`config.mk`:
```
export PLATFORM = sky130hd
export DESIGN_NAME = dds_sweep_ctrl
export DESIGN_NICKNAME = d
export VERILOG_FILES = /design/src/rtl/dds_pkg.sv /design/src/rtl/dds_step_calc.sv /design/src/rtl/dds_sweep_ctrl.sv
export SDC_FILE = /design/constraint.sdc
export NUM_CORES = 1
export LEC_CHECK = 0
export CAP_MARGIN = 40
export CELL_PAD_IN_SITES_DETAIL_PLACEMENT = 0
export CELL_PAD_IN_SITES_GLOBAL_PLACEMENT = 1
export CORE_UTILIZATION = 35
export DETAILED_ROUTE_END_ITERATION = 6
export GPL_ROUTABILITY_DRIVEN = 0
export MAX_ROUTING_LAYER = met4
export PLACE_DENSITY = 0.64
export RECOVER_POWER = 50
export SETUP_SLACK_MARGIN = 0.2
export SKIP_CTS_REPAIR_TIMING = 1
export SYNTH_ARGS = -nofsm -noshare
export SYNTH_HDL_FRONTEND = slang
export SYNTH_SLANG_ARGS = --single-unit
```
`constraint.sdc`:
```
create_clock -name clk -period 14.6 [get_ports clk]
set_input_delay 2.92 -clock clk [delete_from_list [all_inputs] [get_ports clk]]
set_output_delay 2.92 -clock clk [all_outputs]
set_load 0.03 [all_outputs]
```
`src/rtl/dds_pkg.sv`:
```
`default_nettype none
// +----------------------------------------------------------------------------+
// | Module      : dds_pkg                                                      |
// | Description : Shared widths, sweep state encoding and direction constants  |
// |               for the DDS frequency-sweep sequencer.                       |
// | Revision    : 1.0 - initial release                                        |
// +----------------------------------------------------------------------------+
package dds_pkg;

    localparam int c_FREQ_W  = 24;
    localparam int c_DWELL_W = 16;

    typedef enum logic [1:0] {
        ST_IDLE    = 2'd0,
        ST_DWELL   = 2'd1,
        ST_ADVANCE = 2'd2
    } sweep_state_t;

    localparam logic c_DIR_UP   = 1'b0;
    localparam logic c_DIR_DOWN = 1'b1;

    // A zero dwell means the point's only cycle is already the advance cycle.
    function automatic sweep_state_t hold_entry_state(input logic dwell_is_zero);
        return dwell_is_zero ? ST_ADVANCE : ST_DWELL;
    endfunction

endpackage
`default_nettype wire

```
`src/rtl/dds_step_calc.sv`:
```
`default_nettype none
// +----------------------------------------------------------------------------+
// | Module      : dds_step_calc                                                |
// | Description : Combinational saturating next-point calculator; never steps  |
// |               past the stop word and never wraps.                          |
// | Revision    : 1.0 - initial release                                        |
// +----------------------------------------------------------------------------+
module dds_step_calc
    import dds_pkg::*;
#(
    parameter int FREQ_W = c_FREQ_W
) (
    input  logic [FREQ_W-1:0] current,
    input  logic [FREQ_W-1:0] step,
    input  logic [FREQ_W-1:0] stop,
    input  logic              dir,
    output logic [FREQ_W-1:0] next,
    output logic              is_last
);

    logic [FREQ_W:0]   w_sum;
    logic [FREQ_W-1:0] w_gap;

    // One extra bit on the sum so a step near full scale cannot wrap past stop.
    assign w_sum = {1'b0, current} + {1'b0, step};
    assign w_gap = current - stop;

    always_comb begin
        next = stop;
        if (dir == c_DIR_UP) begin
            if (w_sum < {1'b0, stop}) begin
                next = w_sum[FREQ_W-1:0];
            end
        end else begin
            if (w_gap > step) begin
                next = current - step;
            end
        end
    end

    assign is_last = (current == stop) || (step == '0);

endmodule
`default_nettype wire

```
`src/rtl/dds_sweep_ctrl.sv`:
```
`default_nettype none
// +----------------------------------------------------------------------------+
// | Module      : dds_sweep_ctrl                                               |
// | Description : DDS frequency-sweep sequencer: steps the tuning word from    |
// |               start to stop, holding each point cfg_dwell+1 clocks.        |
// |               SWEEP_TRIANGLE_EN: continuous sweeps bounce between ends.    |
// | Revision    : 1.0 - initial release                                        |
// +----------------------------------------------------------------------------+
module dds_sweep_ctrl
    import dds_pkg::*;
#(
    parameter int FREQ_W  = c_FREQ_W,
    parameter int DWELL_W = c_DWELL_W
) (
    input  logic               clk,
    input  logic               rst,
    input  logic [FREQ_W-1:0]  cfg_freq_start,
    input  logic [FREQ_W-1:0]  cfg_freq_stop,
    input  logic [FREQ_W-1:0]  cfg_freq_step,
    input  logic [DWELL_W-1:0] cfg_dwell,
    input  logic               cfg_continuous,
    input  logic               start,
    input  logic               abort,
    output logic [FREQ_W-1:0]  freq_word,
    output logic               freq_update,
    output logic               busy,
    output logic               done
);

    sweep_state_t       r_state;
    sweep_state_t       w_state_nxt;
    sweep_state_t       w_hold_state;

    logic [FREQ_W-1:0]  r_freq;
    logic [FREQ_W-1:0]  w_freq_nxt;
    logic [FREQ_W-1:0]  r_start;
    logic [FREQ_W-1:0]  w_start_nxt;
    logic [FREQ_W-1:0]  r_stop;
    logic [FREQ_W-1:0]  w_stop_nxt;
    logic [FREQ_W-1:0]  r_step;
    logic [FREQ_W-1:0]  w_step_nxt;
    logic [DWELL_W-1:0] r_dwell;
    logic [DWELL_W-1:0] w_dwell_nxt;
    logic [DWELL_W-1:0] r_cnt;
    logic [DWELL_W-1:0] w_cnt_nxt;
    logic [DWELL_W-1:0] w_cnt_inc;

    logic               r_dir;
    logic               w_dir_nxt;
    logic               r_cont;
    logic               w_cont_nxt;
    logic               r_upd;
    logic               w_upd_nxt;
    logic               r_busy;
    logic               w_busy_nxt;
    logic               r_done;
    logic               w_done_nxt;

    logic               w_turn;
    logic [FREQ_W-1:0]  w_calc_stop;
    logic               w_calc_dir;
    logic [FREQ_W-1:0]  w_next;
    logic               w_is_last;

`ifdef SWEEP_TRIANGLE_EN
    // At an endpoint of a continuous sweep, aim at the opposite end and take
    // the first step back immediately so the endpoint is not emitted twice.
    assign w_turn = r_cont && (r_freq == r_stop) && (r_step != '0);
`else
    assign w_turn = 1'b0;
`endif

    assign w_calc_stop  = w_turn ? r_start : r_stop;
    assign w_calc_dir   = w_turn ? ~r_dir  : r_dir;
    assign w_cnt_inc    = r_cnt + 1'b1;
    assign w_hold_state = hold_entry_state(r_dwell == '0);

    dds_step_calc #(
        .FREQ_W (FREQ_W)
    ) u_step_calc (
        .current (r_freq),
        .step    (r_step),
        .stop    (w_calc_stop),
        .dir     (w_calc_dir),
        .next    (w_next),
        .is_last (w_is_last)
    );

    always_ff @(posedge clk or posedge rst) begin
        if (rst) begin
            r_state <= ST_IDLE;
            r_freq  <= '0;
            r_start <= '0;
            r_stop  <= '0;
            r_step  <= '0;
            r_dwell <= '0;
            r_cnt   <= '0;
            r_dir   <= c_DIR_UP;
            r_cont  <= 1'b0;
            r_upd   <= 1'b0;
            r_busy  <= 1'b0;
            r_done  <= 1'b0;
        end else begin
            r_state <= w_state_nxt;
            r_freq  <= w_freq_nxt;
            r_start <= w_start_nxt;
            r_stop  <= w_stop_nxt;
            r_step  <= w_step_nxt;
            r_dwell <= w_dwell_nxt;
            r_cnt   <= w_cnt_nxt;
            r_dir   <= w_dir_nxt;
            r_cont  <= w_cont_nxt;
            r_upd   <= w_upd_nxt;
            r_busy  <= w_busy_nxt;
            r_done  <= w_done_nxt;
        end
    end

    always_comb begin
        w_state_nxt = r_state;
        w_freq_nxt  = r_freq;
        w_start_nxt = r_start;
        w_stop_nxt  = r_stop;
        w_step_nxt  = r_step;
        w_dwell_nxt = r_dwell;
        w_cnt_nxt   = r_cnt;
        w_dir_nxt   = r_dir;
        w_cont_nxt  = r_cont;
        w_upd_nxt   = 1'b0;
        w_done_nxt  = 1'b0;
        w_busy_nxt  = r_busy;

        if (abort) begin
            w_state_nxt = ST_IDLE;
            w_busy_nxt  = 1'b0;
        end else begin
            case (r_state)
                ST_IDLE: begin
                    if (start) begin
                        w_start_nxt = cfg_freq_start;
                        w_stop_nxt  = cfg_freq_stop;
                        w_step_nxt  = cfg_freq_step;
                        w_dwell_nxt = cfg_dwell;
                        w_cont_nxt  = cfg_continuous;
                        w_dir_nxt   = (cfg_freq_stop >= cfg_freq_start) ? c_DIR_UP : c_DIR_DOWN;
                        w_freq_nxt  = cfg_freq_start;
                        w_upd_nxt   = 1'b1;
                        w_busy_nxt  = 1'b1;
                        w_cnt_nxt   = '0;
                        w_state_nxt = hold_entry_state(cfg_dwell == '0);
                    end
                end

                // ADVANCE is the final cycle of each hold, so no clock is lost.
                ST_DWELL: begin
                    w_cnt_nxt = w_cnt_inc;
                    if (w_cnt_inc == r_dwell) begin
                        w_state_nxt = ST_ADVANCE;
                    end
                end

                ST_ADVANCE: begin
                    w_cnt_nxt = '0;
                    if (w_turn) begin
                        w_freq_nxt  = w_next;
                        w_upd_nxt   = 1'b1;
                        w_start_nxt = r_stop;
                        w_stop_nxt  = r_start;
                        w_dir_nxt   = ~r_dir;
                        w_state_nxt = w_hold_state;
                    end else if (w_is_last) begin
                        if (r_cont) begin
                            w_freq_nxt  = r_start;
                            w_upd_nxt   = 1'b1;
                            w_state_nxt = w_hold_state;
                        end else begin
                            w_done_nxt  = 1'b1;
                            w_busy_nxt  = 1'b0;
                            w_state_nxt = ST_IDLE;
                        end
                    end else begin
                        w_freq_nxt  = w_next;
                        w_upd_nxt   = 1'b1;
                        w_state_nxt = w_hold_state;
                    end
                end

                default: begin
                    w_state_nxt = ST_IDLE;
                    w_busy_nxt  = 1'b0;
                end
            endcase
        end
    end

    assign freq_word   = r_freq;
    assign freq_update = r_upd;
    assign busy        = r_busy;
    assign done        = r_done;

endmodule
`default_nettype wire

```
Word-level counts from Yosys, hierarchy flattened
Cells that the tools add are included.
Storage, ports and cells
  register bits after elaboration: 135
  input port bits: 93
  output and inout bits: 27
  logic and storage cells: 75
Operators by class
  reductions and logical operators: 12
  add/subtract/negate cells: 4
  bitwise operators: 1
  multiplexer cells: 32
  equal/unequal tests: 11
  $lt $le $gt $ge: 3
Operators by type and width (count)
  two-way mux 24 bit: 6
  one-hot mux 16 bit (3 select lines): 1
  one-hot mux 24 bit (2 select lines): 1
  subtractor 24 bit: 2
  zero test 16 bit: 2
  adder 24 x 24 -> 25 bit: 1
  less-than comparator 25 x 24 -> 1 bit: 1
  == test 24 bit: 1
  greater-or-equal comparator 24 bit: 1
  greater-than comparator 24 bit: 1
  zero test 24 bit: 1
  adder 16 x 1 -> 16 bit (second input constant): 1
  == test 16 bit: 1
  two-way mux 16 bit: 1
  two-way mux 2 bit: 7
  two-way mux 1 bit: 13
  != test 3 bit (second input constant): 4
  AND reduction 4 bit: 2
  one-hot mux 2 bit (3 select lines): 1
  AND reduction 3 bit: 2
  != test 2 bit (second input constant): 2
  != test 3 x 2 -> 1 bit (second input constant): 1
  one-hot mux 1 bit (3 select lines): 1
  nonzero test 3 bit: 1
  other kinds (8): 8

Logic depth before layout (Yosys ltp)
Gate-level depths: netlist of run 1.
  depth in word-level cells: 6
  gate-level depth with buffers: 25

By module
Synthesis of run 1 repeated with hierarchy kept, for this count alone.
Second synthesis, totals
  cells, all modules: 1346
  area, all modules: 12106.6 µm²
Modules (own cells, without submodules)
  dds_sweep_ctrl: cells each 628, area each 6840.3 µm², times used 1, sequential area each 3378.2 µm²
  dds_step_calc: cells each 718, area each 5266.3 µm², times used 1, sequential area each 0.0 µm²

Worst setup path after synthesis of run 1
Ideal clock, no wire load.
  kind: register to register
  start: reg r_freq[0] (netlist: freq_word[0])
  end: reg r_freq[16] (netlist: freq_word[16])
  slack: 9.372 ns
  data arrival time: 5.094 ns
  cell stages (with the launch flop): 24
  data required time: 14.466 ns
  setup time: 0.134 ns
  period minus slack after synthesis: 5.228 ns
  path through: dfrtp_1 > inv_1 > ha_1 > inv_1 > fa_1 > a21o_1 > a31oi_1 > nor4_1 > nor4_1 > o21bai_1 > a21oi_1 > o21ai_1 > a221oi_1 > xnor2_1 > ha_1 > and4_1 > nand4_1 > or3_1 > or3_1 > o211a_2 > buf_2 > a221o_1 > a22oi_1 > o221ai_2
Between the ends
  word-level cells in the longest chain between the ends: 6
  elaborated cells on any way between the ends: 14
  classes of those cells: 3 x add/sub; 2 x order compare; 2 x eq/ne; 5 x mux; 2 x reduce/logical
RTL lines
  from (decl): RTL line dds_sweep_ctrl.sv:34  | logic [FREQ_W-1:0] r_freq;
  from (signal assigned): RTL line dds_sweep_ctrl.sv:105  | r_freq <= w_freq_nxt;
  adder 24 x 24 -> 25 bit or subtractor 24 bit (tied branches): RTL line dds_step_calc.sv:25, dds_step_calc.sv:26
  less-than comparator 25 x 24 -> 1 bit or greater-than comparator 24 bit (tied branches): RTL line dds_step_calc.sv:31, dds_step_calc.sv:35
  two-way mux 24 bit, on equally long branches: RTL line dds_step_calc.sv:31, dds_step_calc.sv:35
  two-way mux 24 bit: RTL line dds_step_calc.sv:30  | if (dir == c_DIR_UP) begin
  two-way mux 24 bit: RTL line dds_sweep_ctrl.sv:171  | end else if (w_is_last) begin
  one-hot mux 24 bit (2 select lines): RTL line dds_sweep_ctrl.sv:137  | case (r_state)
Parallel ways exist; a longest one is shown, timed or not.
A chain may end at the register's enable or synchronous reset.

==> results of run 1 <==
[flip-flops by register name (all words and copies together), names as in the netlist]
register	flops
r_cnt	16
r_start	24
r_stop	24
done	1
r_step	24
r_state	2
r_dir	1
r_dwell	16
r_cont	1
freq_word	24
freq_update	1
busy	1
[cell type report]
type	instances	area, sq um	share of cell area (%)
clock buffers	17	425.4	3.069
well taps	442	553.0	3.989
clock inverters	15	210.2	1.516
repair buffers	134	1318	9.504
inverters	109	410.4	2.960
multi-input cells	1131	7569	54.59
flip-flops and latches	135	3378	24.37
[layer usage]
layer / vias to the layer above / wire, microns / track usage [%]
li1: 5333 / - / -
met1: 5303 / 20190 / 35.11
met2: 291 / 19040 / 40.64
met3: 69 / 1963 / 4.279
met4: 0 / 1470 / 10.50
met5: - / 0 / -
[final timing paths]
kind | from | endpoint | slack, ns | cells past startpoint
max | rst | r_step[10] | 5.38 | 4
min | r_start[8] | r_start[8] | 0.48 | 2
max reg2reg | freq_word[0] | freq_word[7] | 8.11 | 23
min reg2reg | r_start[8] | r_start[8] | 0.48 | 2
max in group clk | freq_word[0] | freq_word[7] | 8.11 | 23
min in group asynchronous | rst | r_step[20] | 2.95 | 2
[layout by cell type, fill, tap and decap left out, types with 9 or more instances in the layout]
master	n
buf_4	9
dfrtp_1	135
a21o_1	21
nand3_1	25
nor4_1	27
a221oi_1	9
o21bai_1	12
xnor2_1	53
a21oi_1	84
clkdlybuf4s50_1	116
a211oi_1	19
nor3_1	34
o211ai_1	15
o21ai_1	11
o21ai_0	139
nand4_1	18
o31ai_1	13
nand2b_1	11
a31oi_1	14
nand2_1	202
nor2b_1	12
xor2_1	27
nor2_1	96
clkbuf_16	17
ha_1	142
inv_1	107
a22oi_1	14
o21a_1	13
[kinds of logic (layout without fill, tap and decap cells)]
kind of cell             after synthesis  in the layout  share of synthesized area [%]
XOR/XNOR                              80             80                          6.044
buffers and inverters                172            275                          5.861
flip-flops                           135            135                          29.14
multiplexers                           5              5                         0.4533
AO/OA/AOI/OAI                        437            437                          24.50
AND/OR/NAND/NOR                      464            464                          18.15
adder cells (fa/ha/maj)              145            145                          15.84
[synthesized netlist by cell type (9+ instances only)]
cell,count
dfrtp_1,135
a21oi_1,84
o21bai_1,12
nand2b_1,11
a221oi_1,9
xnor2_1,53
inv_1,108
a31oi_1,15
nand4_1,18
nor2b_1,12
nand2_1,203
o211ai_1,15
clkbuf_1,48
xor2_1,27
nor2_1,97
a21o_1,21
buf_2,12
nor4_1,27
o31ai_1,13
o21a_1,13
ha_1,142
o21ai_1,11
nand3_1,25
a211oi_1,19
o21ai_0,139
nor3_1,34
a22oi_1,14
[through the flow]
stage	cell area (sq um)	utilization (%)	worst slack, ns
final	13860	42.61	5.377
after global routing	13860	42.61	4.133
after CTS	13890	42.71	8.176
after detailed placement	13260	40.75	8.184
after global placement	13170	40.49	7.997
after floorplan	11590	-	8.069
[critical path, stage by stage]
cell           delay, ns
dlygate4sd3_1       0.55
clkinvlp_2          0.38
clkbuf_1            3.34
clkbuf_1            1.95
==> Implementation_results.wiki, run 1 <==
{| class="wikitable"
! Metric !! Value
|-
| Count of port buffers added during placement || 119
|-
| Leading register cell type out of synthesis || dfrtp_1
|-
| Run status || finished with violations
|-
| Count of non-filler cells in the finished layout || 1983
|-
| Maximum number of pins on one net before global-route repair || 85
|-
| Type of destination of the critical path || async pin
|-
| EDFF count, synth || 0
|-
| Worst clock skew || 0.01349 ns
|-
| Remaining global-route overflow || 0
|-
| Synth Warn # || 0
|-
| Total number of vias || 11.00k
|-
| TritonRoute pass-1 iters || 5
|-
| Overall Global Routing Usage || 26.63%
|-
| Clock latency of the later-clocked register in the worst-skew pair || 0.45 ns
|-
| Relative slew slack || -216.6%
|-
| Final worst path period need || 9.223 ns
|-
| Synth async-reset ratio || 100.0%
|-
| Netlist area before placement || 11590 sq um
|-
| Global-route wire length before repair || 65070 microns
|-
| RSZ-0062 raised after global routing || false
|-
| Chip width || 184.0 microns
|-
| Failing checks || max-capacitance violations, max-slew violations
|-
| Final sum of negative setup slack || 0 ns
|-
| Number of fill cells || 3349
|-
| Area growth from synthesis to layout || 19.59%
|-
| Count of placed standard cells including taps || 1951
|-
| Drc violations || 0
|-
| Height of the die || 184.0 microns
|-
| TritonCTS Sinks || 135
|-
| Core Footprint || 32540 sq um
|-
| Hold Path Class || register to register
|-
| Number of nets in the layout || 1766
|-
| Synthesized instance count || 1438
|-
| Routed wire per std cell || 21.51 microns
|-
| Vias in the first global route || 10.96k
|-
| Standard-cell row count || 66
|-
| Max Root-Sink Buffers || 2
|-
| Final hold slack || 0.4783 ns
|-
| DRC violation total after the first TritonRoute iteration || 879
|-
| Post-synthesis cell type count || 81
|-
| Largest cells by area after synthesis || dfrtp_1 29%, ha_1 15%, nand2_1 6.6%
|-
| Maximum clock rate || 0.1084 GHz
|-
| Clock root cell || clkbuf_16
|-
| Part of the Yosys area used for sequential elements || 29.14%
|-
| Arrival time at the worst endpoint || 9.24 ns
|-
| Area share of the leading cell type in the synthesized netlist || 29.14%
|-
| Largest fanout on the critical path || 84
|-
| Clock tree from TritonCTS || built
|-
| Setup CP Type || primary input to async pin
|-
| Die Area || 33850 sq um
|-
| Critical path startpoint category || primary input
|-
| H-tree depth || 4
|-
| #FFs+latches synth || 135
|-
| Detail Route Antenna Nets || 0
|-
| Number of violations of the max-capacitance limit || 2
|-
| Mapped Nets || 1676
|-
| Setup-violating endpoint count in the final report || 0
|-
| Post-synthesis average cell area || 8.061 sq um
|-
| CTS buffer count || 17
|-
| Slew Limit Fails || 127
|-
| Detail Placement HPWL || 33710 microns
|-
| Io pins || 120
|-
| Share of layout cells above drive strength 1 || 4.932%
|-
| Vias per cell || 5.545
|-
| Final wirelength || 42660 microns
|-
| Final period utilization || 63.17%
|-
| Antenna violations before repair || 0
|-
| Data required time at the worst endpoint || 14.61 ns
|-
| Register clock-pin slew on the reported worst setup and hold paths || 0.07 ns
|-
| Diode count || 0
|-
| Number of hold-slack violations in the final timing report || 0
|-
| Slew of the pin with the lowest slew margin || 4.749 ns
|-
| Starting density of the core || 35.63%
|-
| Cell type contributing the most total cell area after synthesis || dfrtp_1
|}
Power of run 1 is not shown: default switching activity piles up to over one toggle a cycle in this logic, so the estimate is an artifact.
==> inputs of run 2 (changes only) <==
clock period = 9.6 ns   (was 14.6 ns; I/O delays follow)
==> Implementation_results.wiki, run 2 (synthesis gave the netlist of run 1 again) <==
{| class="wikitable"
! Metric !! Value
|-
| Slew Limit Fails || 122 (-3.9%)
|-
| Detail Route Antenna Nets || 0 (unchanged)
|-
| Setup-violating endpoint count in the final report || 0 (unchanged)
|-
| Routed wire per std cell || 21.86 microns (+1.6%)
|-
| Remaining global-route overflow || 0 (unchanged)
|-
| Die Area || 33850 sq um (unchanged)
|-
| Vias per cell || 5.595 (+0.89%)
|-
| TritonCTS Sinks || 135 (unchanged)
|-
| Clock root cell || clkbuf_16
|-
| Final hold slack || 0.4837 ns (+0.005420 ns)
|-
| Count of port buffers added during placement || 119 (unchanged)
|-
| Clock latency of the later-clocked register in the worst-skew pair || 0.46 ns (about the same)
|-
| Overall Global Routing Usage || 27.08% (+0.44 points)
|-
| Total number of vias || 11.09k (+0.89%)
|-
| Critical path startpoint category || primary input
|-
| Worst clock skew || 0.01847 ns (+0.004986 ns)
|-
| Max Root-Sink Buffers || 2 (unchanged)
|-
| TritonRoute pass-1 iters || 5 (unchanged)
|-
| Final wirelength || 43350 microns (+1.6%)
|-
| Number of nets in the layout || 1766 (unchanged)
|-
| Height of the die || 184.0 microns (unchanged)
|-
| Register clock-pin slew on the reported worst setup and hold paths || 0.07 ns (about the same)
|-
| Failing checks || max-capacitance violations, max-slew violations
|-
| H-tree depth || 4 (unchanged)
|-
| Detail Placement HPWL || 33670 microns (-0.12%)
|-
| Global-route wire length before repair || 65820 microns (+1.2%)
|-
| Starting density of the core || 35.63% (unchanged)
|-
| Data required time at the worst endpoint || 9.96 ns (-4.65 ns)
|-
| DRC violation total after the first TritonRoute iteration || 859 (-2.3%)
|-
| Clock tree from TritonCTS || built
|-
| Number of fill cells || 3334 (-0.45%)
|-
| Run status || finished with violations
|-
| Hold Path Class || register to register
|-
| Io pins || 120 (unchanged)
|-
| Post-placement setup slack || 3.222 ns (-4.963 ns)
|-
| RSZ-0062 raised after global routing || false
|-
| Core Footprint || 32540 sq um (unchanged)
|-
| CTS buffer count || 17 (unchanged)
|-
| Slew of the pin with the lowest slew margin || 3.125 ns (-1.625 ns)
|-
| Final worst slack || 2.773 ns (-2.604 ns)
|-
| Number of hold-slack violations in the final timing report || 0 (unchanged)
|-
| Drc violations || 0 (unchanged)
|-
| Most frequent standard cell in the layout excluding fill and tap cells || nand2_1
|-
| Final period utilization || 71.12%
|-
| Standard-cell row count || 66 (unchanged)
|-
| Arrival time at the worst endpoint || 7.19 ns (-2.05 ns)
|-
| Maximum clock rate || 0.1465 GHz
|-
| Number of violations of the max-capacitance limit || 3 (+1)
|-
| Area growth from synthesis to layout || 19.08%
|-
| Maximum number of pins on one net before global-route repair || 89 (+4.7%)
|-
| Antenna violations before repair || 0 (unchanged)
|-
| Setup CP Type || primary input to async pin
|-
| Diode count || 0 (unchanged)
|-
| Largest fanout on the critical path || 50 (-40%)
|-
| Vias in the first global route || 10.65k (-2.8%)
|-
| Type of destination of the critical path || async pin
|-
| Final worst path period need || 6.827 ns
|-
| Chip width || 184.0 microns (unchanged)
|-
| Relative slew slack || -108.3% (+110 points)
|-
| Share of layout cells above drive strength 1 || 4.932% (unchanged)
|-
| Final sum of negative setup slack || 0 ns (unchanged)
|-
| Most frequent cells in the layout || 202 x nand2_1, 142 x ha_1, 139 x o21ai_0, 135 x dfrtp_1, 117 x clkdlybuf4s50_1
|}
run 2: per-layer routing:
layer / vias up / global-route usage, % / routed length (microns)
met3: 49 / 3.665 / 2025
met4: 0 / 7.167 / 918
li1: 5336 / - / -
met2: 334 / 42.70 / 20110
met5: - / - / 0
met1: 5375 / 36.29 / 20300
run 2: cell type report:
cell class | count | area (sq um) | share of cell area (%)
Clock buffer | 17 | 425.4 | 3.082
Multi-Input combinational cell | 1131 | 7569 | 54.83
Sequential cell | 135 | 3378 | 24.47
Timing Repair Buffer | 134 | 1297 | 9.399
Tap cell | 442 | 553.0 | 4.006
Inverter | 109 | 410.4 | 2.973
Clock inverter | 15 | 171.4 | 1.242
run 2: final timing paths:
check / end / slack (ns) / depth (start not counted) / startpoint
max in group clk: freq_word[18] / 3.03 / 23 / freq_word[0]
min in group asynchronous: r_step[22] / 2.40 / 2 / rst
setup reg to reg: freq_word[18] / 3.03 / 23 / freq_word[0]
hold / removal: r_start[1] / 0.48 / 2 / r_start[1]
setup / recovery: r_start[18] / 2.77 / 4 / rst
hold reg to reg: r_start[1] / 0.48 / 2 / r_start[1]
run 2: worst max-delay path, cell delays in order:
cell and delay [ns]:
dlygate4sd3_1 0.55, clkinvlp_2 1.11, clkbuf_1 2.28, clkbuf_2 1.25
run 2: metrics by stage:
stage	util, %	cells	instance area (sq um)
after CTS	42.53	1983	13840
after detailed placement	40.70	1951	13240
after global routing	42.43	1983	13800
after floorplan	-	1438	11590
after global placement	40.56	1948	13200
final	42.43	1983	13800
Power of run 2 is left out for the same reason.
==> inputs of run 3 (changes only) <==
clock period = 7.05 ns   (was 9.6 ns; I/O delays follow)
==> Implementation_results.wiki, run 3 (synthesis gave the netlist of run 1 again) <==
{| class="wikitable"
! Metric !! Value
|-
| Setup-violating endpoint count in the final report || 0 (unchanged)
|-
| Max Root-Sink Buffers || 2 (unchanged)
|-
| Remaining global-route overflow || 0 (unchanged)
|-
| Detail Placement HPWL || 34250 microns (+1.7%)
|-
| Layer with the highest usage after global routing || met2
|-
| Met2 global-route usage || 41.70% (-1.0 points)
|-
| Chip width || 184.0 microns (unchanged)
|-
| DRC violation total after the first TritonRoute iteration || 774 (-9.9%)
|-
| Largest fanout on the critical path || 20 (-60%)
|-
| Count of port buffers added during placement || 119 (unchanged)
|-
| Io pins || 120 (unchanged)
|-
| Die Area || 33850 sq um (unchanged)
|-
| Diode count || 0 (unchanged)
|-
| Detail Route Antenna Nets || 0 (unchanged)
|-
| CTS buffer count || 17 (unchanged)
|-
| Share of layout cells above drive strength 1 || 5.246% (+0.31 points)
|-
| Area growth from synthesis to layout || 19.27%
|-
| Clock root cell || clkbuf_16
|-
| Register clock-pin slew on the reported worst setup and hold paths || 0.07 ns (about the same)
|-
| Final worst path period need || 6.357 ns
|-
| Number of nets in the layout || 1769 (+0.17%)
|-
| Maximum clock rate || 0.1573 GHz
|-
| Antenna violations before repair || 0 (unchanged)
|-
| Total number of vias || 11.07k (-0.19%)
|-
| Most frequent cells in the layout || 202 x nand2_1, 142 x ha_1, 139 x o21ai_0, 135 x dfrtp_1, 117 x clkdlybuf4s50_1
|-
| Number of violations of the max-capacitance limit || 1 (-2)
|-
| Core Footprint || 32540 sq um (unchanged)
|-
| Run status || finished with violations
|-
| Final period utilization || 90.17%
|-
| Global-route wire length before repair || 66740 microns (+1.4%)
|-
| Number of fill cells || 3377 (+1.3%)
|-
| Worst clock skew || 0.01922 ns (+0.0007539 ns)
|-
| Final sum of negative setup slack || 0 ns (unchanged)
|-
| Vias in the first global route || 10.94k (+2.8%)
|-
| Number of hold-slack violations in the final timing report || 0 (unchanged)
|-
| Failing checks || max-capacitance violations, max-slew violations
|-
| Setup CP Type || register to register
|-
| TritonRoute pass-1 iters || 7 (+2)
|-
| Area of all placed cells without fillers || 13830 sq um (+0.15%)
|-
| Height of the die || 184.0 microns (unchanged)
|-
| Type of destination of the critical path || register
|-
| Final wirelength || 43740 microns (+0.89%)
|-
| Clock latency of the later-clocked register in the worst-skew pair || 0.45 ns (about the same)
|-
| TritonCTS Sinks || 135 (unchanged)
|-
| Slew Limit Fails || 71 (-42%)
|-
| Met1 GRT Util || 35.94% (-0.35 points)
|-
| Drc violations || 0 (unchanged)
|-
| H-tree depth || 4 (unchanged)
|-
| Relative slew slack || -140.6% (-32 points)
|-
| Most frequent standard cell in the layout excluding fill and tap cells || nand2_1
|-
| Data required time at the worst endpoint || 7.41 ns (-2.55 ns)
|-
| Vias per cell || 5.576 (-0.34%)
|-
| Standard-cell row count || 66 (unchanged)
|-
| RSZ-0062 raised after global routing || false
|-
| Slew of the pin with the lowest slew margin || 3.609 ns (+0.4845 ns)
|-
| Arrival time at the worst endpoint || 6.72 ns (-0.47 ns)
|-
| Critical path startpoint category || register
|-
| Routed wire per std cell || 22.02 microns (+0.74%)
|-
| Maximum number of pins on one net before global-route repair || 83 (-6.7%)
|-
| Hold Path Class || register to register
|-
| Starting density of the core || 35.63% (unchanged)
|-
| Overall Global Routing Usage || 27.35% (+0.27 points)
|-
| Met3 Track Usage GR || 4.200% (+0.53 points)
|-
| Instance area at placement || 13260 sq um (+0.14%)
|-
| Clock tree from TritonCTS || built
|}
## run 3: changes by cell type in the layout (fill, tap and decap cells not counted), moves of 2 or more
cell	change
inv_6	-2
clkbuf_1	-2
buf_4	+5
clkinv_4	+2
## run 3: final cells by class
type	count	area, sq um	share of cell area, %
repair buffers	137	1329	9.611
well taps	442	553.0	4.000
clock buffers	17	425.4	3.077
clock inverters	15	153.9	1.113
multi-input cells	1131	7576	54.80
flip-flops and latches	135	3378	24.43
inverters	109	410.4	2.968
## run 3: layer usage
layer	vias to the layer above	routed length, microns
met2	319	19850
li1	5353	-
met3	72	2054
met5	-	0
met1	5329	20210
met4	0	1623
## run 3: per-stage QoR
step,hold slack (ns),instances,utilization [%],setup slack [ns]
5_1_grt,0.5110,1986,42.49,0.1682
4_1_cts,0.4827,1986,42.54,0.7012
3_5_place_dp,0.4676,1954,40.76,0.7240
2_1_floorplan,0.4447,1438,-,1.822
6_report,0.4821,1986,42.49,0.6932
3_3_place_gp,0.4593,1952,40.65,0.7525
## run 3: final timing paths
path                        startpoint       endpoint  slack, ns  cells after the start
min reg2reg                r_start[13]    r_start[13]       0.48                      2
max                          r_stop[4]  freq_word[16]       0.69                     21
max reg2reg                  r_stop[4]  freq_word[16]       0.69                     21
min                        r_start[13]    r_start[13]       0.48                      2
max in group asynchronous          rst      r_step[3]       1.00                      4
min in group asynchronous          rst     r_step[19]       1.57                      2
## run 3: worst max-delay path, cell delays in order, from the launching register on
cell      delay [ns]
dfrtp_1         0.41
inv_1           0.13
ha_1            0.39
a211oi_1        0.25
o21ai_0         0.13
a221oi_1        0.60
o22ai_1         0.29
o311ai_1        0.52
a31oi_1         0.17
a211o_1         0.30
a21oi_1         0.18
xor2_1          0.09
ha_1            0.31
and4_1          0.22
nand4_1         0.17
or3_1           0.43
or3_1           0.43
o211a_4         0.29
nor2_1          0.39
buf_4           0.30
a22oi_1         0.13
o221ai_2        0.15
Power of run 3 is left out for the same reason.
